**src/rtl/prog_uart_pkg.sv**
```systemverilog
// Shared FSM encoding, constants and bit helpers for prog_uart_tx.
// PROG_TX_PARITY_EN adds the PARITY state (even parity after each byte).
package prog_uart_pkg;

    localparam int BITS_PER_BYTE = 8;
    localparam int DIV_W         = 16;

`ifdef PROG_TX_PARITY_EN
    typedef enum logic [2:0] {
        IDLE   = 3'd0,
        START  = 3'd1,
        DATA   = 3'd2,
        PARITY = 3'd3,
        STOP   = 3'd4
    } tx_state_t;
`else
    typedef enum logic [2:0] {
        IDLE   = 3'd0,
        START  = 3'd1,
        DATA   = 3'd2,
        STOP   = 3'd4
    } tx_state_t;
`endif

    function automatic logic even_parity(input logic [BITS_PER_BYTE-1:0] d);
        return ^d;
    endfunction

    // A divisor of zero would stall the bit counter, so it behaves as one.
    function automatic logic [DIV_W-1:0] eff_divisor(input logic [DIV_W-1:0] d);
        return (d == 16'd0) ? 16'd1 : d;
    endfunction

endpackage

```
**src/rtl/prog_uart_tx_byte.sv**
```systemverilog
// uart_tx_byte: serializes one byte as start, 8 data bits (LSB first), optional
// parity (PROG_TX_PARITY_EN) and STOP_BITS stop bits; a new byte may chain on the last stop cycle.
module uart_tx_byte
    import prog_uart_pkg::*;
#(
    parameter int STOP_BITS = 1
) (
    input  logic                     clk_i,
    input  logic                     rst_ni,
    input  logic                     start_i,
    input  logic [BITS_PER_BYTE-1:0] byte_i,
    input  logic [DIV_W-1:0]         div_i,
    output logic                     tx_o,
    output logic                     busy_o,
    output logic                     last_o
);

    tx_state_t                r_state;
    logic [DIV_W-1:0]         r_cnt;
    logic [2:0]               r_bit_idx;
    logic                     r_stop_idx;
    logic [BITS_PER_BYTE-1:0] r_shift;
    logic                     r_tx;
    logic                     r_busy;
`ifdef PROG_TX_PARITY_EN
    logic                     r_parity;
`endif

    logic w_bit_end;
    logic w_load;

    assign w_bit_end = (r_cnt == 16'd0);
    assign last_o    = (r_state == STOP) && w_bit_end && (r_stop_idx == 1'(STOP_BITS - 1));
    assign w_load    = start_i && ((r_state == IDLE) || last_o);
    assign tx_o      = r_tx;
    assign busy_o    = r_busy;

    // Bit-level FSM: each bit is held for div_i cycles by the down counter.
    always_ff @(posedge clk_i or negedge rst_ni) begin
        if (!rst_ni) begin
            r_state    <= IDLE;
            r_cnt      <= 16'd0;
            r_bit_idx  <= 3'd0;
            r_stop_idx <= 1'b0;
            r_shift    <= 8'd0;
            r_tx       <= 1'b1;
            r_busy     <= 1'b0;
`ifdef PROG_TX_PARITY_EN
            r_parity   <= 1'b0;
`endif
        end else if (w_load) begin
            r_state    <= START;
            r_tx       <= 1'b0;
            r_cnt      <= div_i - 16'd1;
            r_shift    <= byte_i;
            r_bit_idx  <= 3'd0;
            r_stop_idx <= 1'b0;
            r_busy     <= 1'b1;
`ifdef PROG_TX_PARITY_EN
            r_parity   <= even_parity(byte_i);
`endif
        end else begin
            case (r_state)
                IDLE: begin
                    r_tx   <= 1'b1;
                    r_busy <= 1'b0;
                end
                START: begin
                    if (w_bit_end) begin
                        r_state   <= DATA;
                        r_tx      <= r_shift[0];
                        r_shift   <= r_shift >> 1;
                        r_bit_idx <= 3'd0;
                        r_cnt     <= div_i - 16'd1;
                    end else begin
                        r_cnt <= r_cnt - 16'd1;
                    end
                end
                DATA: begin
                    if (w_bit_end) begin
                        r_cnt <= div_i - 16'd1;
                        if (r_bit_idx == 3'(BITS_PER_BYTE - 1)) begin
`ifdef PROG_TX_PARITY_EN
                            r_state <= PARITY;
                            r_tx    <= r_parity;
`else
                            r_state    <= STOP;
                            r_tx       <= 1'b1;
                            r_stop_idx <= 1'b0;
`endif
                        end else begin
                            r_bit_idx <= r_bit_idx + 3'd1;
                            r_tx      <= r_shift[0];
                            r_shift   <= r_shift >> 1;
                        end
                    end else begin
                        r_cnt <= r_cnt - 16'd1;
                    end
                end
`ifdef PROG_TX_PARITY_EN
                PARITY: begin
                    if (w_bit_end) begin
                        r_state    <= STOP;
                        r_tx       <= 1'b1;
                        r_stop_idx <= 1'b0;
                        r_cnt      <= div_i - 16'd1;
                    end else begin
                        r_cnt <= r_cnt - 16'd1;
                    end
                end
`endif
                STOP: begin
                    if (w_bit_end) begin
                        if (r_stop_idx == 1'(STOP_BITS - 1)) begin
                            r_state <= IDLE;
                            r_tx    <= 1'b1;
                            r_busy  <= 1'b0;
                        end else begin
                            r_stop_idx <= r_stop_idx + 1'b1;
                            r_cnt      <= div_i - 16'd1;
                        end
                    end else begin
                        r_cnt <= r_cnt - 16'd1;
                    end
                end
                default: begin
                    r_state <= IDLE;
                    r_tx    <= 1'b1;
                    r_busy  <= 1'b0;
                    r_cnt   <= 16'd0;
                end
            endcase
        end
    end

endmodule

```
**src/rtl/prog_uart_tx.sv**
```systemverilog
// prog_uart_tx: accepts 32-bit words and sends BYTES_PER_WORD bytes LSB first
// through uart_tx_byte. Optional parity is enabled with PROG_TX_PARITY_EN.
module prog_uart_tx
    import prog_uart_pkg::*;
#(
    parameter int STOP_BITS      = 1,
    parameter int BYTES_PER_WORD = 4
) (
    input  logic        clk_i,
    input  logic        rst_ni,
    input  logic [15:0] clks_per_bit_i,
    input  logic        word_valid_i,
    input  logic [31:0] word_i,
    output logic        word_ready_o,
    output logic        tx_o,
    output logic        tx_busy_o,
    output logic        done_o
);

    logic [31:0]      r_word;
    logic [DIV_W-1:0] r_div;
    logic [1:0]       r_byte_idx;
    logic             r_active;
    logic             r_ready;
    logic             r_done;

    logic                     w_accept;
    logic                     w_byte_last;
    logic                     w_word_last;
    logic                     w_start;
    logic [BITS_PER_BYTE-1:0] w_byte;
    logic [DIV_W-1:0]         w_div;
    logic                     w_tx;
    logic                     w_busy;

    assign w_accept    = word_valid_i && r_ready;
    assign w_word_last = w_byte_last && (r_byte_idx == 2'(BYTES_PER_WORD - 1));
    assign w_start     = w_accept || (w_byte_last && !w_word_last);
    // r_word is shifted down after each byte, so the following byte sits in [15:8].
    assign w_byte      = w_accept ? word_i[7:0] : r_word[15:8];
    assign w_div       = w_accept ? eff_divisor(clks_per_bit_i) : r_div;

    uart_tx_byte #(
        .STOP_BITS (STOP_BITS)
    ) u_byte (
        .clk_i   (clk_i),
        .rst_ni  (rst_ni),
        .start_i (w_start),
        .byte_i  (w_byte),
        .div_i   (w_div),
        .tx_o    (w_tx),
        .busy_o  (w_busy),
        .last_o  (w_byte_last)
    );

    // Word latching, byte sequencing, ready and completion pulse.
    always_ff @(posedge clk_i or negedge rst_ni) begin
        if (!rst_ni) begin
            r_word     <= 32'd0;
            r_div      <= 16'd1;
            r_byte_idx <= 2'd0;
            r_active   <= 1'b0;
            r_ready    <= 1'b0;
            r_done     <= 1'b0;
        end else begin
            if (w_accept) begin
                r_word     <= word_i;
                r_div      <= eff_divisor(clks_per_bit_i);
                r_byte_idx <= 2'd0;
                r_active   <= 1'b1;
            end else if (w_word_last) begin
                r_active <= 1'b0;
            end else if (w_byte_last) begin
                r_byte_idx <= r_byte_idx + 2'd1;
                r_word     <= r_word >> 8;
            end else begin
                r_active <= r_active;
            end
            r_ready <= !w_accept && (w_word_last || !r_active);
            r_done  <= w_word_last;
        end
    end

    assign word_ready_o = r_ready;
    assign done_o       = r_done;
    assign tx_o         = w_tx;
    assign tx_busy_o    = w_busy;

endmodule

```
**config.mk**
```make
export PLATFORM = sky130hd
export DESIGN_NAME = prog_uart_tx
export DESIGN_NICKNAME = d
export VERILOG_FILES = /design/src/rtl/prog_uart_pkg.sv /design/src/rtl/prog_uart_tx_byte.sv /design/src/rtl/prog_uart_tx.sv
export SDC_FILE = /design/constraint.sdc
export NUM_CORES = 1
export LEC_CHECK = 0
export CORE_MARGIN = 5
export CORE_UTILIZATION = 25
export DETAILED_ROUTE_END_ITERATION = 7
export GPL_TIMING_DRIVEN = 0
export SLEW_MARGIN = 10
export SYNTH_ARGS = -nofsm -noshare
export SYNTH_HDL_FRONTEND = slang
export SYNTH_SLANG_ARGS = --single-unit
```
**constraint.sdc**
```tcl
create_clock -name clk_i -period 7.3 [get_ports clk_i]
set_clock_uncertainty 0.05 [all_clocks]
set_input_delay 1.825 -clock clk_i [delete_from_list [all_inputs] [get_ports clk_i]]
set_output_delay 1.825 -clock clk_i [all_outputs]
set_load 0.05 [all_outputs]
```
# Word level (Yosys, flattened, before mapping)
# Index checks and enable logic that the tools add are counted.
# word_totals
regBits	86
input_bits	51
output_inout_bits	4
# op_classes
addsub	5
eq_ne	15
n_mux	50
bitwise	1
reduce_logical	28
# ops
operator	count
$mux 16	6
$mux 32	3
$pmux 16 s3	1
$mux 8	5
$logic_not 16->1	2
$sub 16x1->16 const B	2
$mux 3	10
$mux 1	16
$pmux 8 s2	1
$ne 3x1->1 const B	4
$pmux 3 s4	1
$reduce_and 4->1	3
$logic_and 1x1->1	7
$eq 3x3->1 const B	2
$mux 2	3
$pmux 3 s2	1
$reduce_and 6->1	1
$reduce_bool 3->1	2
$ne 2x1->1 const B	2
$ne 4x3->1 const B	1
$pmux 1 s2	2
$reduce_and 2->1	2
$reduce_bool 2->1	2
$add 3x1->3 const B	1
15 further kinds	19

# Depth between registers and ports, before layout
# Gate-level depths: netlist (run 1).
# depth
word_depth	10
depth_mapped	14
mapped_depth_nobuf	12

# By module
# Synthesis (run 1) repeated with hierarchy kept, for this count alone.
# hier_totals
cells_unflattened	496
hier_area_um2	4326.6
# by_module_without_submodules
module	instances	cells_per_inst	area_per_inst_um2	seq_area_each_um2
uart_tx_byte	1	292	2342.2	802.0
prog_uart_tx	1	204	1984.4	1127.3

# Worst setup path after synthesis (run 1)
# OpenSTA, ideal clock, no wires.
# synth_path
path_type	input -> register
from	input word_valid_i
to	register u_byte.r_cnt[8]
setup_time_ns	0.128
arrival_ns	4.314
slack_ns	2.808
stages	12
path_buffers	3
cell_sequence	nand2_2 -> clkbuf_1 -> clkbuf_1 -> clkbuf_1 -> mux2i_1 -> ha_1 -> inv_1 -> a211oi_1 -> nand2_1 -> or3_1 -> a31oi_1 -> o22ai_1
# synth_via
elab_chain_cells	7
word_cells_on_any_way	13
cone_classes	add/sub: 1; eq/ne: 2; mux: 6; reduce/logical: 4
# synth_lines
element	line	text
from (decl)	prog_uart_tx.sv:12	input logic word_valid_i,
$logic_and 1x1->1 *	prog_uart_tx.sv:36	assign w_accept = word_valid_i && r_ready;
$mux 16	--	
$sub 16x1->16	--	
$mux 16	prog_uart_tx_byte.sv:114	if (r_stop_idx == 1'(STOP_BITS - 1)) begin
$mux 16	prog_uart_tx_byte.sv:113	if (w_bit_end) begin
$pmux 16 s3	prog_uart_tx_byte.sv:63	case (r_state)
$mux 16	prog_uart_tx_byte.sv:51	end else if (w_load) begin
to (signal assigned)	prog_uart_tx_byte.sv:54	r_cnt <= div_i - 16'd1;
to (signal assigned)	prog_uart_tx_byte.sv:120	r_cnt <= div_i - 16'd1;
to (signal assigned)	prog_uart_tx_byte.sv:123	r_cnt <= r_cnt - 16'd1;
to (decl)	prog_uart_tx_byte.sv:19	logic [DIV_W-1:0] r_cnt;
# Every way passes the cells marked *; elsewhere a longest branch is shown, timed or not. The select of a mux whose other input is x is not followed.
# A chain may end at the register's enable or synchronous reset.

# Worst setup path in the final report (run 1)
# Ends and elaborated chain as after synthesis.

==> results.toml, run 1 <==
[worst_setup_path]
crit_required_ns = 7.47
rr_startpoint = "word_ready_o"
r2r_cells = 12
cp-end-kind = "register"
worstPathArrival_ns = 5.95
start_kind = "primary input"
r2r_slack_ns = 3.07
critical_path_class = "in -> reg"
slowest_delay_ns = 0.55
worstPathCellList = "clkdlybuf4s50_1 -> nand2_2 -> clkbuf_1 -> clkbuf_1 -> clkbuf_1 -> mux2i_1 -> ha_1 -> inv_1 -> a211oi_1 -> nand2_1 -> or3_1 -> a31oi_1 -> o22ai_1"
slowest_stage = "clkbuf_1"
crit_start = "word_valid_i"
critPathMaxFanout = 10
r2r-end = "u_byte.r_cnt[8]"
timing.critical_path.mode_cell = "clkbuf_1"

[synth]
synth-seq-area-share_pct = 44.32
syn-num-nets = 532
synthFlopType = "dfrtp_1"
synth_cell_types = 65
ys_seq_elements = 77
yosys_warnings = 0
synth-edff-count = 0
async_flop_share_pct = 100.0
syn_avg_cell_area_sq_um = 9.145
syn-cell-area_sq_um = 4353
syn_inst = 476

[die]
initial_utilization_pct = 25.34
die_w_microns = 142.0
io_pins = 55
die_y_microns = 142.0
core-area_sq_um = 17180
design.die.area_sq_um = 20150
rows = 48

[cells_and_area]
multi_input_area_sq_um = 2237
syn2layout_area_growth_pct = 26.42
drive_gt1_share_pct = 10.79
fin_cells = 772
num-fill-cells = 1810
antenna_cells = 0
ff_latch_area_sq_um = 1929
fin_nets = 598

[cts]
clock_path_buffers = 2
post_cts.repair.setup_buffers = 0
clock-root-buffer = "clkbuf_16"
h-tree-depth = 3
path_clk_slew_ns = 0.06
cts_tree = "done"
cts.sinks = 77
cts_made_buffers = 9
holdBufCountCts = 0
postCtsResizedCells = 0
clkLatencyLatePin_ns = 0.34

[global_route]
grt_pass1_vias = 4048
antenna_found_initial = 0
grt_overflow = 0
grt_start_max_net_pins = 44
grt_pass1_wl_microns = 20760
grt_use_total_pct = 12.71

[timing]
setup-tns-final_ns = 0
post-route-min-period_ns = 5.782
setup_violations = 0
drv_slew = 0
fin_hold_ws_ns = 0.3918
tightest_slew_ns = 0.8907
period_share_pct = 79.20
relSlewSlack_pct = 40.00
grt_setup_unrepaired = "no"
fmax_ghz = 0.1730
hold_viol = 0

[outcome]
outcome = "completed"

[placed_design]
hpwl_microns = 9209
gp_congestion = 0.8755
portBuffers = 54
dp.cells = 756

[worst_hold_path]
min_path_cells = 1
min_to = "word_ready_o"
hold_path.class = "reg -> reg"
hp-start = "r_active"

[power_and_ir_drop]
power_leakage_uw = 0.002352
vdd_drop_max_mv = 0.1132
design_power_total_uw = 1752
p_per_area_nw_per_um2 = 318.3

[flow_run]
drv_cap = 0

[route]
drc_errors = 0
vias = 3853
drtPass1Iterations = 5
drt-total-wl_microns = 12420
vias_per_cell = 4.991
detail_route.wl_per_cell_microns = 16.09
drtIter0Drc = 170
ant_nets = 0
-- worst max-delay path, delay by kind of cell --
| kind | cells | cell delay [ns] |
|---|---|---|
| AOI/OAI and AO/OA | 3 | 0.74 |
| adders and majority gates | 1 | 0.23 |
| buffers and inverters | 5 | 2.02 |
| muxes | 1 | 0.31 |
| and+or+nand+nor | 3 | 0.80 |
-- layout make-up --
class                      instances  area share (%)
multi-input combinational        361           40.65
sequential                        77           35.06
timing repair buffer              55           10.28
tap                              225           5.116
clock buffer                      11           4.411
buffer                            24           2.433
clock inverter                     5           1.091
inverter                          14          0.9550
-- synth_stat cells (3+ instances only) --
cell | count | area (sq um)
buf_6 | 3 | 33.78
and4bb_2 | 3 | 37.54
or3_1 | 5 | 31.28
o21ai_0 | 43 | 215.2
mux2i_1 | 19 | 190.2
ha_1 | 5 | 62.56
o22a_1 | 7 | 61.31
o22ai_1 | 11 | 68.82
a21oi_1 | 15 | 75.07
nand2_1 | 83 | 311.6
a211oi_1 | 4 | 30.03
dfrtp_1 | 75 | 1877
nand3_1 | 14 | 70.07
nor2_1 | 29 | 108.9
nand4_1 | 7 | 43.79
a21o_1 | 5 | 37.54
buf_2 | 8 | 40.04
o21a_1 | 3 | 22.52
buf_4 | 3 | 22.52
o211ai_1 | 3 | 22.52
a31o_2 | 3 | 26.28
mux2_2 | 4 | 45.04
clkbuf_1 | 8 | 30.03
nor3_1 | 13 | 65.06
xnor2_1 | 13 | 113.9
o21ai_1 | 6 | 30.03
a22o_1 | 3 | 26.28
nor4_1 | 7 | 43.79
inv_1 | 14 | 52.55
nand2b_1 | 4 | 25.02
a31oi_1 | 9 | 56.30
-- worst max path at each step --
stage                       to  slack, ns
2_1_floorplan  u_byte.r_cnt[8]       2.81
3_3_place_gp   u_byte.r_cnt[8]       1.34
3_5_place_dp   u_byte.r_cnt[8]       1.20
4_1_cts        u_byte.r_cnt[8]       1.55
5_1_grt        u_byte.r_cnt[8]       1.08
6_report       u_byte.r_cnt[8]       1.52
-- power by group --
group          internal (uW)  switching [uW]
clock network            274             184
logic                    256             359
registers                568             111
-- flip-flops by register name, summed over array words and instances (netlist names) --
signal and flops:
done_o 1, r_active 1, r_byte_idx 2, r_div 16
r_word 24, u_byte.busy_o 1, u_byte.r_bit_idx 3, u_byte.r_cnt 16
u_byte.r_shift 8, u_byte.r_state 3, u_byte.tx_o 1, word_ready_o 1
-- placed cells by master (no fill, tap or decap), types with 6 or more instances in the layout --
cell type,n
nand3_1,14
nor4_1,7
nand2_1,83
o21ai_0,43
o21ai_1,6
clkbuf_16,9
nand4_1,7
buf_2,8
a21oi_1,15
clkbuf_1,9
mux2i_1,19
clkdlybuf4s50_1,53
nor2_1,29
inv_1,14
o22a_1,7
xnor2_1,13
dfrtp_1,75
a31oi_1,9
o22ai_1,11
nor3_1,13
-- stage by stage --
stage          instance area [sq um]  worst slack, ns  util, %
2_1_floorplan                   4353            2.808        -
3_3_place_gp                    5175            1.341    30.13
3_5_place_dp                    5200            1.200    30.27
4_1_cts                         5503            1.551    32.04
5_1_grt                         5503            1.085    32.04
6_report                        5503            1.518    32.04
-- cell families after synthesis --
kind of cell | synth area share (%)
XOR/XNOR | 3.018
adder cells (fa/ha/maj) | 1.667
multiplexers | 5.749
AND/OR/NAND/NOR | 21.87
AO/OA/AOI/OAI | 19.09
buffers and inverters | 4.283
flip-flops | 44.32
-- metal layers --
metal | wire length (microns) | track usage, % | vias to the layer above
met5 | 0 | 0 | -
met2 | 5811 | 20.37 | 125
met3 | 465 | 1.714 | 24
met1 | 5778 | 16.86 | 1849
li1 | - | - | 1855
met4 | 366 | 6.465 | 0
(Power assumes the default switching activity.)
==> run 2: changes to the inputs <==
Clock period 7.3 ns to 6 ns, I/O delays scaled along.
==> results of run 2 <==
Same layout as run 1 (identical final DEF). Status: completed.
Main changes from that run: setup slack after placement 1.200 ns -> 0.2250 ns; setup slack after layout 1.518 ns -> 0.5435 ns; register-to-register setup slack 3.07 ns -> 1.77 ns; total power 1752 uW -> 2131 uW; worst IR drop on VDD 0.1132 mV -> 0.1377 mV
